`src/rtl/mips_cpu_muldiv_ctrl.sv`:
```
// HI/LO sequencer: drives the external 32x32 multiplier, runs a restoring divider and owns the hi/lo registers.
// Latency: MTHI/MTLO 1 edge; mul 3 edges to done; div 34 edges; divide-by-zero 2 edges (accept edge counted).
// Backpressure: op_ready is high only in IDLE, so decode must hold op_valid until it is accepted. Optional: MULDIV_MADD_EN.
module mips_cpu_muldiv_ctrl #(
    parameter int DIV_ITER = 32
) (
    input  logic        clk,
    input  logic        reset,
    input  logic        op_valid,
    input  logic [2:0]  op_code,
    input  logic [31:0] op_a,
    input  logic [31:0] op_b,
    output logic        op_ready,
    output logic [31:0] mul_a,
    output logic [31:0] mul_b,
    output logic        mul_sign,
    input  logic [63:0] mul_out,
    output logic [31:0] hi,
    output logic [31:0] lo,
    output logic        busy,
    output logic        done
);
    localparam logic [2:0] OP_MULT  = 3'b000;
    localparam logic [2:0] OP_MULTU = 3'b001;
    localparam logic [2:0] OP_DIV   = 3'b010;
    localparam logic [2:0] OP_DIVU  = 3'b011;
    localparam logic [2:0] OP_MTHI  = 3'b100;
    localparam logic [2:0] OP_MTLO  = 3'b101;
    localparam logic [2:0] OP_MADD  = 3'b110;
    localparam logic [2:0] OP_MADDU = 3'b111;
    localparam int CW = $clog2(DIV_ITER + 1);

    typedef enum logic [2:0] {IDLE, MUL_ISSUE, MUL_WB, DIV_RUN, DIV_FIX} state_t;

    state_t        state, state_n;
    logic [31:0]   a_q, b_q, rem_q, quo_q, dvsr_q;
    logic [2:0]    code_q;
    logic [CW-1:0] cnt_q;
    logic          accept, signed_in, signed_q;
    logic [31:0]   mag_a, mag_b, rem_n, q_fix, r_fix;
    logic [32:0]   shifted, diff;
    logic [63:0]   wb_val;

    assign op_ready  = (state == IDLE);
    assign busy      = (state != IDLE);
    assign accept    = op_valid & op_ready;
    assign mul_a     = a_q;
    assign mul_b     = b_q;
    assign mul_sign  = (code_q == OP_MULT) || (code_q == OP_MADD);
    assign signed_in = (op_code == OP_DIV);
    assign signed_q  = (code_q == OP_DIV);
    // Signed divide works on magnitudes; sign fix-up happens in DIV_FIX.
    assign mag_a     = (signed_in && op_a[31]) ? -op_a : op_a;
    assign mag_b     = (signed_in && op_b[31]) ? -op_b : op_b;

    // One restoring step; 33-bit partial remainder so unsigned divisors near 2^32 cannot overflow.
    always_comb begin
        shifted = {rem_q, quo_q[31]};
        diff    = shifted - {1'b0, dvsr_q};
        rem_n   = diff[32] ? shifted[31:0] : diff[31:0];
        q_fix   = (signed_q && (a_q[31] ^ b_q[31])) ? -quo_q : quo_q;
        r_fix   = (signed_q && a_q[31]) ? -rem_q : rem_q;
`ifdef MULDIV_MADD_EN
        wb_val  = code_q[2] ? ({hi, lo} + mul_out) : mul_out;
`else
        wb_val  = mul_out;
`endif
    end

    // State register.
    always_ff @(posedge clk) begin
        if (reset) state <= IDLE;
        else       state <= state_n;
    end

    // Next-state decode.
    always_comb begin
        state_n = state;
        case (state)
            IDLE: begin
                if (accept) begin
                    case (op_code)
                        OP_MULT, OP_MULTU: state_n = MUL_ISSUE;
                        OP_DIV, OP_DIVU:   state_n = (op_b == 32'd0) ? DIV_FIX : DIV_RUN;
`ifdef MULDIV_MADD_EN
                        OP_MADD, OP_MADDU: state_n = MUL_ISSUE;
`endif
                        default:           state_n = IDLE;
                    endcase
                end
            end
            MUL_ISSUE: state_n = MUL_WB;
            MUL_WB:    state_n = IDLE;
            DIV_RUN:   state_n = (cnt_q == CW'(DIV_ITER - 1)) ? DIV_FIX : DIV_RUN;
            DIV_FIX:   state_n = IDLE;
            default:   state_n = IDLE;
        endcase
    end

    // Operand latches, divider datapath, HI/LO writeback and done pulse.
    always_ff @(posedge clk) begin
        if (reset) begin
            a_q    <= '0;
            b_q    <= '0;
            code_q <= '0;
            rem_q  <= '0;
            quo_q  <= '0;
            dvsr_q <= '0;
            cnt_q  <= '0;
            hi     <= '0;
            lo     <= '0;
            done   <= 1'b0;
        end else begin
            done <= (state == MUL_WB) || (state == DIV_FIX);
            case (state)
                IDLE: begin
                    if (accept) begin
                        a_q    <= op_a;
                        b_q    <= op_b;
                        code_q <= op_code;
                        rem_q  <= '0;
                        quo_q  <= mag_a;
                        dvsr_q <= mag_b;
                        cnt_q  <= '0;
                        if (op_code == OP_MTHI) hi <= op_a;
                        if (op_code == OP_MTLO) lo <= op_a;
                    end
                end
                DIV_RUN: begin
                    rem_q <= rem_n;
                    quo_q <= {quo_q[30:0], ~diff[32]};
                    cnt_q <= cnt_q + 1'b1;
                end
                MUL_WB: begin
                    {hi, lo} <= wb_val;
                end
                DIV_FIX: begin
                    if (b_q == 32'd0) begin
                        lo <= 32'hFFFF_FFFF;
                        hi <= a_q;
                    end else begin
                        lo <= q_fix;
                        hi <= r_fix;
                    end
                end
                default: ;
            endcase
        end
    end
endmodule

```
`config.mk`:
```
export PLATFORM = sky130hd
export DESIGN_NAME = mips_cpu_muldiv_ctrl
export DESIGN_NICKNAME = d
export VERILOG_FILES = /design/src/rtl/mips_cpu_muldiv_ctrl.sv
export SDC_FILE = /design/constraint.sdc
export NUM_CORES = 1
export LEC_CHECK = 0
export ABC_CLOCK_PERIOD_IN_PS = 3700
export BUFFER_PORTS_ARGS = -buffer_cell sky130_fd_sc_hd__buf_4
export CAP_MARGIN = 10
export CELL_PAD_IN_SITES_DETAIL_PLACEMENT = 0
export CELL_PAD_IN_SITES_GLOBAL_PLACEMENT = 1
export CORE_ASPECT_RATIO = 1.1
export CORE_UTILIZATION = 41
export CTS_CLUSTER_SIZE = 14
export DETAILED_ROUTE_END_ITERATION = 10
export MAX_ROUTING_LAYER = met4
export PLACE_DENSITY_LB_ADDON = 0.1
export SKIP_LAST_GASP = 1
export SYNTH_ARGS = -nofsm -noshare
export SYNTH_HDL_FRONTEND = slang
export SYNTH_SLANG_ARGS = --single-unit
```
`constraint.sdc`:
```
create_clock -name clk -period 3.7 [get_ports clk]
set_clock_uncertainty 0.15 [all_clocks]
set_input_delay 0.185 -clock clk [delete_from_list [all_inputs] [get_ports clk]]
set_output_delay 0.185 -clock clk [all_outputs]
set_load 0.02 [all_outputs]
```
Yosys cells after proc, flatten, opt, wreduce, memory -nomap -nowiden
Cells that the tools add are included.
{"block": "op_classes", "n_reduce_logical": 20, "muxes": 24, "eq_ne": 15, "add_sub_neg": 6, "bitwise_logic": 3}
{"op": "two-way mux 32 bit", "n": 13}
{"op": "one-hot mux 32 bit (3 select lines)", "n": 2}
{"op": "negator 32 bit", "n": 4}
{"op": "one-hot mux 32 bit (2 select lines)", "n": 2}
{"op": "logical NOT 32 bit", "n": 2}
{"op": "subtractor 33 x 32 -> 33 bit", "n": 1}
{"op": "== test 3 x 2 -> 1 bit, second input constant", "n": 5}
{"op": "== test 3 bit, second input constant", "n": 4}
{"op": "one-hot mux 6 bit (2 select lines)", "n": 1}
{"op": "logical NOT 3 bit", "n": 3}
{"op": "two-way mux 3 bit", "n": 3}
{"op": "one-hot mux 3 bit (3 select lines)", "n": 1}
{"op": "adder 6 x 1 -> 6 bit, second input constant", "n": 1}
{"op": "== test 3 x 1 -> 1 bit, second input constant", "n": 2}
{"op": "== test 6 x 5 -> 1 bit, second input constant", "n": 1}
{"op": "two-way mux 6 bit", "n": 1}
{"op": "inequality test 2 x 1 -> 1 bit, second input constant", "n": 3}
{"op": "one-hot mux 3 bit (2 select lines)", "n": 1}
{"op": "AND reduction 3 bit", "n": 2}
{"op": "nonzero test 3 bit", "n": 2}
{"op": "logical AND 1 bit", "n": 4}
{"op": "AND reduction 2 bit", "n": 2}
{"op": "OR reduction 2 bit", "n": 2}
{"op": "logical OR 1 bit", "n": 2}
{"op": "other kinds (4)", "n": 4}
{"block": "totals", "output_inout_bits": 132, "ff_bits": 237, "elab_cells": 79}

Longest topological paths before layout
Gate-level depths: netlist of the first run.
{"block": "logic_depth", "word_depth": 5, "mapped_depth": 13}

Worst setup path before layout of the first run
Ideal clock, no wire load.
{"block": "synth_timing", "path_kind": "reg2reg", "start": "reg quo_q[31]", "end": "reg rem_q[15]", "setup_slack_ps": 685, "synth_period_minus_slack_ps": 3015, "arrival_ps": 2737, "required_ps": 3422, "path_stages_with_launch": 14, "cell_sequence": "dfxtp_1 inv_1 ha_1 fa_1 nor2b_1 o31ai_1 a211oi_2 o21ai_1 and3_1 o31a_1 xnor2_4 buf_6 mux2i_1 o21ai_1"}
{"block": "synth_between", "elab_chain_len": 3}
{"element": "start: declaration", "line": "36", "source": "logic [31:0] a_q, b_q, rem_q, quo_q, dvsr_q;"}
{"element": "start signal: assignment", "line": "122", "source": "quo_q <= mag_a;"}
{"element": "start signal: assignment", "line": "131", "source": "quo_q <= {quo_q[30:0], ~diff[32]};"}
{"element": "subtractor 33 x 32 -> 33 bit", "line": "59", "source": "diff = shifted - {1'b0, dvsr_q};"}
{"element": "two-way mux 32 bit", "line": "60", "source": "rem_n = diff[32] ? shifted[31:0] : diff[31:0];"}
{"element": "one-hot mux 32 bit (2 select lines)", "line": "115", "source": "case (state)"}
{"element": "end signal: assignment", "line": "130", "source": "rem_q <= rem_n;"}
{"element": "end: declaration", "line": "36"}
No other way between the ends.
A chain may end at the register's enable or synchronous reset.

Worst setup path in the final report of the first run
{"block": "layout_timing", "start": "reg quo_q[31]", "end": "reg rem_q[1]"}
The elaborated chain is that of the path after synthesis.

==> run_results.csv, run 1 <==
group,metric,value,unit
global_routing,grtUsageTotal,0.303,
floorplanning,ios,266,
routing,num_vias,15195,
floorplanning,die_x,180,microns
worst_setup_path,r2r_end,"rem_q[1]",
global_routing,grt_pass1_wl,82.4,mm
logic_synthesis,syn_area,14300,sq um
finish,diodes,0,
worst_setup_path,worst_setup_path_end_kind,"register",
worst_setup_path,path_class,"register to register",
floorplanning,coreArea,34300,sq um
logic_synthesis,synth_edf_count,0,
placed_design,placed_area,16600,sq um
logic_synthesis,yosys.cell_types.count,71,
power,vdd_drop_max,0.000344,V
floorplanning,chipHeight,198,microns
cts,clk_latency,0.56,ns
worst_setup_path,start_kind,"register",
logic_synthesis,yosysWarningCount,0,
sta,tightestPinTransition,1.07,ns
logic_synthesis,synthTopCellsByArea,"dfxtp_1 (33%), nand2_1 (6.6%), a21oi_1 (6.5%)",
cts,clk_path_buf_depth,3,
cts,ctsResizeCount,0,
routing,wire_per_inst,20.1,microns
worst_setup_path,reg2reg_from,"quo_q[31]",
finish,final_cell_mix,"buf_4 (307), nand2_1 (251), dfxtp_1 (236), nor2_1 (194), a21oi_1 (186)",
global_routing,grt_pass1_vias,14323,
routing,drcViolationCount,0,
routing,ant_nets,0,
cts,cts_made_buffers,28,
floorplanning,die_area,35600,sq um
run_status,status,"complete, no violations",
placed_design,port_buffers,265,
power,power.total,7360,uW
cts,hold_buffers,161,
sta,slew-limit-headroom,0.286,
cts,clk_pin_slew,0.06,ns
power,seq_power_share,0.386,
power,swShare,0.302,
worst_setup_path,critPathMaxStageDelay,0.40,ns
sta,fin_setup_tns,0,ns
placed_design,dp.cells,2469,
floorplanning,initial_core_util,0.417,
power,power_frac_comb,0.221,
cts,postCtsSetupRepairBufs,0,
logic_synthesis,async_reset_ff_frac,0,
placed_design,gp_congestion,0.903,
routing,viasPerCell,5.67,
finish,final_common_cell,"buf_4",
logic_synthesis,yosys.area.top_type,"dfxtp_1",
worst_setup_path,worst-endpoint-arrival,3.66,ns
sta,fmax,0.297,GHz
finish,nets,2394,
sta,fin_ws,0.335,ns
sta,fin_crit,3.36,ns
global_routing,grt_overflow,0,
finish,layoutNonFillerInstCount,2682,
routing,drtIter0Drc,1017,
worst_setup_path,critPathSlowestCell,"fa_1",
logic_synthesis,synth-seq-cells,236,
floorplanning,rows,71,
cts,root_buffer,"clkbuf_16",
global_routing,grt_start_max_net_pins,97,
sta,setup_viol,0,
worst_hold_path,min_path_cells,2,
sta,final-hold-violation-count,0,
worst_setup_path,crit_chain,"inv_1 -> ha_1 -> fa_1 -> nor2b_1 -> o31ai_1 -> a211oi_2 -> o21ai_1 -> and3_1 -> o31a_1 -> xnor2_4 -> buf_4 -> mux2i_1 -> a22o_1",
power,p_int,5140,uW
logic_synthesis,netlist_instances,1870,
sta,rsz0062_at_grt,"false",
routing,first_pass_iters,5,
finish,syn_to_final_growth,34.3,%
worst_hold_path,hp-start,"dvsr_q[31]",
cts,cts_max_level,1,
power,cellLeakagePower,0.00766,uW
worst_hold_path,hold_end,"dvsr_q[31]",
global_routing,antenna_found_initial,1,
cts,cts_tree,"yes",
placed_design,post-place-ws,0.338,ns
logic_synthesis,synth.avg_cell_area,7.65,sq um
worst_setup_path,rrSetupSlack,0.34,ns
worst_setup_path,ff2ff_path_depth,13,
routing,totalWireLength,54.0,mm
logic_synthesis,syn-num-nets,2042,
job,max_cap_viol_count,0,
power,clkPwrFrac,0.392,
cts,cts.sinks,236,
power,power_switching,2220,uW
worst_setup_path,crit_required,4.00,ns
placed_design,hpwl,38.6,mm
sta,maxSlewViolCount,0,
sta,fin_crit_sh,0.909,
worst_setup_path,worst-path-max-fanout,21,
worst_hold_path,hold_path_class,"register to register",
finish,drive_above_1_share,0.174,
logic_synthesis,ys.flop_type,"dfxtp_1",
finish,stdcell_area,19200,sq um
logic_synthesis,synth_top_area_frac,0.330,
power,p_per_area,383,nW/um^2
logic_synthesis,ys_seq_area_frac,0.330,
[critical path: cells and delay by family (launching register included)]
kind | cells | cell delay, ns
buffers and inverters | 2 | 0.41
AND/OR/NAND/NOR | 2 | 0.39
AO/OA/AOI/OAI | 5 | 1.03
multiplexers | 1 | 0.13
adder cells (fa/ha/maj) | 2 | 0.60
flip-flops | 1 | 0.36
XOR/XNOR | 1 | 0.15
[kinds of logic after synthesis]
group,Yosys count,share of synthesized area
compound gates,617,0.279
simple gates,608,0.192
flops,236,0.330
buf+inv,197,0.0550
xor+xnor,143,0.0889
fa+ha+maj,38,0.0338
mux,31,0.0217
[worst max-delay path by stage]
stage,start,to,slack [ns],cells past startpoint
2_1_floorplan,quo_q[31],rem_q[15],0.69,13
3_3_place_gp,quo_q[31],rem_q[3],0.40,13
3_5_place_dp,quo_q[31],rem_q[1],0.34,13
4_1_cts,quo_q[31],rem_q[1],0.33,13
5_1_grt,quo_q[31],rem_q[1],0.18,13
6_report,quo_q[31],rem_q[1],0.34,13
[synth_stat cells (all sizes together), types with 19 or more instances]
| cell type | instances |
|---|---|
| a221oi | 34 |
| buf | 21 |
| nor3 | 28 |
| nor2 | 197 |
| a21oi | 186 |
| dfxtp | 236 |
| clkbuf | 128 |
| inv | 48 |
| a311oi | 37 |
| xnor2 | 76 |
| o21ai | 126 |
| a31oi | 19 |
| nand2 | 252 |
| ha | 37 |
| nor4 | 23 |
| a22oi | 61 |
| mux2i | 31 |
| xor2 | 67 |
| a211oi | 71 |
[sequential cells by signal, indices dropped and copies added, names as in the netlist]
| signal | cells |
|---|---|
| state | 3 |
| quo_q | 32 |
| lo | 32 |
| mul_b | 32 |
| hi | 32 |
| rem_q | 32 |
| code_q | 3 |
| dvsr_q | 31 |
| cnt_q | 6 |
| done | 1 |
| mul_a | 32 |
[power groups by stage]
stage	Sequential, uW	Clock [uW]	Combinational (uW)
2_1_floorplan	2980	0	785
3_3_place_gp	2890	0	1470
3_5_place_dp	2900	0	1480
4_1_cts	2840	2940	1620
5_1_grt	2860	3040	1770
6_report	2840	2890	1630
[metrics by stage]
step / hold slack (ns) / util
6_report: 0.304 / 0.560
5_1_grt: 0.318 / 0.560
4_1_cts: 0.296 / 0.560
3_5_place_dp: 0.300 / 0.485
3_3_place_gp: 0.290 / 0.485
2_1_floorplan: 0.171 / -
[final cells by class]
| class | instances | area (sq um) |
|---|---|---|
| tap | 438 | 548 |
| clock buffer | 45 | 906 |
| multi-input combinational | 1437 | 8820 |
| clock inverter | 7 | 62.6 |
| inverter | 48 | 180 |
| timing repair buffer | 471 | 3970 |
| sequential | 236 | 4720 |
| fill | 3300 | 15100 |
[layer usage]
| metal | wire length (microns) | GRT usage | up-vias |
|---|---|---|---|
| li1 | - | - | 7445 |
| met1 | 23000 | 0.372 | 7161 |
| met2 | 26200 | 0.513 | 504 |
| met3 | 3010 | 0.0383 | 85 |
| met4 | 1840 | 0.108 | 0 |
| met5 | 0 | - | - |
Note: power is estimated with default switching activity, not from simulation.
==> run 2, diff against run 1 <==
--- a/config.mk
+++ b/config.mk
@@ -12,6 +12,7 @@
 export CELL_PAD_IN_SITES_GLOBAL_PLACEMENT = 1
 export CORE_ASPECT_RATIO = 1.1
 export CORE_UTILIZATION = 41
+export CTS_BUF_LIST = sky130_fd_sc_hd__clkbuf_16
 export CTS_CLUSTER_SIZE = 14
 export DETAILED_ROUTE_END_ITERATION = 10
 export MAX_ROUTING_LAYER = met4
==> run 2 against run 1 <==
Final area decreased by 0.63%; sequential cell count unchanged; via count decreased by 0.18%; non-clock buffer count unchanged; clock power decreased by 9.7%; count of clock-buffer cells in the layout decreased by 16; setup slack improved by 0.027 ns; first-iteration DRC count increased by 0.69%; hold slack about the same; critical path type unchanged.
==> run_results.csv, run 2 (synthesized netlist as in run 1, its figures left out) <==
group,metric,value,unit
floorplanning,initial_core_util,0.417,
routing,drtIter0Drc,1024,
power,power.total,7080,uW
cts,clk_pin_slew,0.06,ns
sta,fin_crit,3.34,ns
worst_setup_path,start_kind,"register",
worst_hold_path,min_path_cells,2,
worst_setup_path,worst-path-max-fanout,21,
power,vdd_drop_max,0.000343,V
cts,cts_tree,"yes",
cts,root_buffer,"clkbuf_16",
floorplanning,chipHeight,198,microns
worst_setup_path,worst_setup_path_end_kind,"register",
routing,drcViolationCount,0,
cts,postCtsSetupRepairBufs,0,
finish,syn_to_final_growth,33.5,%
sta,slew-limit-headroom,0.270,
floorplanning,die_x,180,microns
finish,final_cell_mix,"buf_4 (307), nand2_1 (251), dfxtp_1 (236), nor2_1 (194), a21oi_1 (186)",
cts,ctsResizeCount,0,
run_status,status,"complete, no violations",
finish,final_core_util,0.557,
global_routing,grt_start_max_net_pins,97,
routing,num_vias,15167,
power,p_per_area,371,nW/um^2
global_routing,grtUsageTotal,0.303,
cts,cts_made_buffers,28,
sta,rsz0062_at_grt,"false",
finish,diodes,0,
finish,drive_above_1_share,0.169,
global_routing,antenna_found_initial,1,
routing,first_pass_iters,5,
floorplanning,die_area,35600,sq um
cts,cts_max_level,1,
cts,clk_path_buf_depth,3,
global_routing,grt_pass1_wl,82.4,mm
worst_setup_path,crit_required,4.00,ns
placed_design,hpwl,38.6,mm
cts,clk_latency,0.56,ns
job,max_cap_viol_count,0,
sta,fin_setup_tns,0,ns
sta,tightestPinTransition,1.09,ns
sta,fin_crit_sh,0.902,
worst_hold_path,hold_path_class,"register to register",
routing,totalWireLength,53.9,mm
placed_design,gp_congestion,0.903,
cts,hold_buffers,161,
routing,wire_per_inst,20.1,microns
sta,fmax,0.300,GHz
placed_design,port_buffers,265,
power,cellLeakagePower,0.00761,uW
cts,cts.sinks,236,
sta,final-hold-violation-count,0,
sta,setup_viol,0,
routing,viasPerCell,5.66,
worst_setup_path,path_class,"register to register",
floorplanning,coreArea,34300,sq um
worst_setup_path,ff2ff_path_depth,13,
sta,maxSlewViolCount,0,
finish,nets,2394,
global_routing,grt_pass1_vias,14325,
floorplanning,rows,71,
global_routing,grt_overflow,0,
routing,ant_nets,0,
finish,final_common_cell,"buf_4",
worst_setup_path,worst-endpoint-arrival,3.64,ns
floorplanning,ios,266,
==> run 2: power by group <==
part | internal (uW) | total [uW] | switching (uW)
clock | 1470 | 2610 | 1140
combinational | 700 | 1630 | 929
sequential | 2710 | 2840 | 136
total | 4880 | 7080 | 2210
==> run 2: critical path: stages (launching register included) <==
cell,delay (ns)
dfxtp_1,0.37
inv_1,0.07
ha_1,0.20
fa_1,0.40
nor2b_1,0.18
o31ai_1,0.13
a211oi_2,0.26
o21ai_1,0.12
and3_1,0.19
o31a_1,0.30
xnor2_4,0.15
buf_4,0.34
mux2i_1,0.13
a22o_1,0.21
==> run 2: stage by stage <==
step | instance area [sq um] | hold WS [ns] | std cells | setup slack [ns]
floorplan | 14300 | 0.171 | 1870 | 0.685
global placement | 16600 | 0.290 | 2469 | 0.401
detailed placement | 16600 | 0.300 | 2469 | 0.338
CTS | 19100 | 0.297 | 2682 | 0.326
global route | 19100 | 0.317 | 2682 | 0.181
finish | 19100 | 0.304 | 2682 | 0.363
==> run 2: path summary, 6_finish.rpt <==
check / startpoint / endpoint / slack [ns]
worst max-delay path: quo_q[31] / rem_q[1] / 0.36
worst max register to register: quo_q[31] / rem_q[1] / 0.36
worst min-delay path: dvsr_q[31] / dvsr_q[31] / 0.30
worst min register to register: dvsr_q[31] / dvsr_q[31] / 0.30
==> run 2: layout make-up <==
| type | instances | area, sq um |
|---|---|---|
| Tap cell | 438 | 548 |
| Timing Repair Buffer | 471 | 3970 |
| Inverter | 48 | 180 |
| Clock buffer | 29 | 726 |
| Multi-Input combinational cell | 1437 | 8820 |
| Sequential cell | 236 | 4720 |
| Clock inverter | 23 | 123 |
| Fill cell | 3321 | 15200 |
==> run 2: routing by layer <==
metal / global-route usage / routed length (microns)
met1: 0.372 / 23000
met2: 0.512 / 26000
met3: 0.0386 / 3030
met4: 0.110 / 1870
met5: - / 0
==> run 3, diff against run 2 <==
--- a/config.mk
+++ b/config.mk
@@ -5,7 +5,8 @@
 export SDC_FILE = /design/constraint.sdc
 export NUM_CORES = 1
 export LEC_CHECK = 0
-export ABC_CLOCK_PERIOD_IN_PS = 3700
+export ABC_AREA = 1
+export ABC_CLOCK_PERIOD_IN_PS = 3200
 export BUFFER_PORTS_ARGS = -buffer_cell sky130_fd_sc_hd__buf_4
 export CAP_MARGIN = 10
 export CELL_PAD_IN_SITES_DETAIL_PLACEMENT = 0
==> constraint.sdc (replaced) <==
create_clock -name clk -period 3.2 [get_ports clk]
set_clock_uncertainty 0.15 [all_clocks]
set_input_delay 0.16 -clock clk [delete_from_list [all_inputs] [get_ports clk]]
set_output_delay 0.16 -clock clk [all_outputs]
set_load 0.02 [all_outputs]
==> run 3 against run 2 <==
Largest cell class unchanged; synthesized area grew 19%; final area increased by 16%; largest power group unchanged; via count increased by 34%; non-clock buffer count is 18 higher.
==> run_results.csv, run 3 <==
group,metric,value,unit
worst_setup_path,path_class,"primary input to register",
routing,num_vias,20301,
cts,cts_made_buffers,29,
worst_setup_path,start_kind,"primary input",
routing,wire_per_inst,21.3,microns
cts,clk_latency,0.61,ns
run_status,status,"complete, no violations",
finish,nets,3264,
global_routing,antenna_found_initial,0,
finish,stdcell_area,22200,sq um
floorplanning,chipHeight,216,microns
sta,fmax,0.326,GHz
logic_synthesis,synth_top_area_frac,0.277,
logic_synthesis,synth_common_cells,"nand2_1 (609), inv_1 (360), nor2_1 (251), dfxtp_1 (236), nand3_1 (207)",
placed_design,hpwl,59.1,mm
logic_synthesis,syn-num-nets,2871,
sta,fin_crit,3.07,ns
routing,drtIter0Drc,1688,
placed_design,post-place-ws,0.376,ns
finish,final_cell_mix,"nand2_1 (609), inv_1 (368), buf_4 (304), nor2_1 (249), dfxtp_1 (236)",
logic_synthesis,synth-seq-cells,236,
finish,drive_above_1_share,0.172,
floorplanning,coreArea,40600,sq um
finish,syn_to_final_growth,30.5,%
sta,fin_setup_tns,0,ns
worst_setup_path,worst-path-max-fanout,31,
global_routing,grtUsageTotal,0.369,
finish,diodes,0,
sta,tightestPinTransition,1.01,ns
power,cellLeakagePower,0.0107,uW
logic_synthesis,synth.avg_cell_area,6.31,sq um
routing,totalWireLength,78.3,mm
sta,final-hold-violation-count,0,
floorplanning,initial_core_util,0.420,
worst_setup_path,cp_common_cell,"dlygate4sd3_1",
worst_setup_path,critPathSlowestCell,"dlygate4sd3_1",
global_routing,grt_overflow,0,
worst_setup_path,rrSetupSlack,0.16,ns
worst_setup_path,critical_path.top_delay_family,"buffers and inverters",
sta,rsz0062_at_grt,"false",
logic_synthesis,ys.flop_type,"dfxtp_1",
logic_synthesis,async_reset_ff_frac,0,
logic_synthesis,yosys.area.top_type,"dfxtp_1",
power,vdd_drop_max,0.000452,V
logic_synthesis,synth_edf_count,0,
floorplanning,ios,266,
routing,drcViolationCount,0,
worst_hold_path,hold_path_class,"primary input to register",
cts,cts_max_level,1,
sta,fin_crit_sh,0.960,
cts,clk_pin_slew,0.06,ns
routing,first_pass_iters,5,
cts,cts_tree,"yes",
sta,fin_ws,0.129,ns
sta,maxSlewViolCount,0,
worst_setup_path,worst_setup_path_end_kind,"register",
logic_synthesis,netlist_instances,2699,
worst_setup_path,cp.buffers_inverters,6,
finish,final_core_util,0.548,
placed_design,port_buffers,265,
global_routing,grt_pass1_vias,19215,
power,p_per_area,411,nW/um^2
global_routing,grt_start_max_net_pins,119,
logic_synthesis,synthTopCellsByArea,"dfxtp_1 (28%), nand2_1 (13%), inv_1 (7.9%)",
worst_setup_path,worst-endpoint-arrival,3.41,ns
global_routing,grt_pass1_wl,116,mm
sta,slew-limit-headroom,0.328,
logic_synthesis,yosys.cell_types.count,56,
routing,ant_nets,0,
worst_setup_path,crit_chain,"dlygate4sd3_1 -> buf_4 -> nor3_2 -> inv_2 -> nor2_4 -> buf_4 -> nand2_1 -> nand3_1 -> dlygate4sd3_1 -> a41oi_1 -> dlygate4sd3_1",
worst_setup_path,critPathMaxStageDelay,0.59,ns
routing,viasPerCell,5.54,
placed_design,gp_congestion,1.05,
logic_synthesis,synthMostInstantiatedCell,"nand2_1",
logic_synthesis,ys_seq_area_frac,0.277,
logic_synthesis,syn_area,17000,sq um
floorplanning,die_area,42400,sq um
worst_setup_path,crit_required,3.54,ns
job,max_cap_viol_count,0,
cts,clk_path_buf_depth,3,
cts,root_buffer,"clkbuf_16",
cts,cts.sinks,236,
placed_design,placed_area,19500,sq um
sta,setup_viol,0,
logic_synthesis,yosysWarningCount,0,
floorplanning,rows,77,
finish,final_common_cell,"nand2_1",
floorplanning,die_x,196,microns
## run 3: power breakdown
group	switching [uW]	internal [uW]	total, uW	leakage, uW
logic	1700	961	2660	0.00826
clock network	1410	1730	3140	0.000462
registers	169	3170	3340	0.00194
## run 3: cells by family (layout without fill, tap and decap cells)
logic type | count (synthesis) | after routing | share of synthesized area
AOI/OAI and AO/OA | 577 | 577 | 0.203
xor gates and xnor gates | 31 | 31 | 0.0159
adders and majority gates | 38 | 38 | 0.0283
buffers and inverters | 523 | 937 | 0.124
DFF | 236 | 236 | 0.277
and+or+nand+nor | 1294 | 1295 | 0.351
## run 3: layout make-up
cell class	count	area, sq um
Tap cell	553	692
Clock buffer	29	726
Multi-Input combinational cell	1941	10200
Sequential cell	236	4720
Timing Repair Buffer	489	4210
Fill cell	4096	18300
Clock inverter	24	156
Inverter	395	1480
## run 3: final timing paths
check / from / to / cells past startpoint
setup reg to reg: state[2] / quo_q[10] / 10
hold reg to reg: mul_a[7] / mul_a[7] / 2
hold / removal: op_b[1] / mul_b[1] / 4
setup / recovery: op_code[2] / quo_q[10] / 11
## run 3: layer usage
layer	global-route usage	share of wire	vias up
met3	0.0464	0.068	183
met2	0.600	0.47	896
li1	-	-	9714
met1	0.447	0.41	9508
met4	0.191	0.058	0
met5	-	0	-
## run 3: timing repair
action / 4_1_cts / 5_1_grt
hold buffers: 177 / 0
endpoints found under the hold margin: 196 / 0
buffers inserted: 0 / 2
setup endpoints to repair: 0 / 4
gates resized for setup: 0 / 2
## run 3: stage by stage
step	hold WS [ns]	cells	total power [uW]
2_1_floorplan	0.122	2699	4760
3_3_place_gp	0.270	3434	5800
3_5_place_dp	0.286	3434	5810
4_1_cts	0.221	3664	9100
5_1_grt	0.245	3667	9490
6_report	0.250	3667	9130
## run 3: tightest hold or removal path, delay by kind of cell
family	cells	cell delay, ns
buf+inv	3	0.67
compound gates	1	0.12
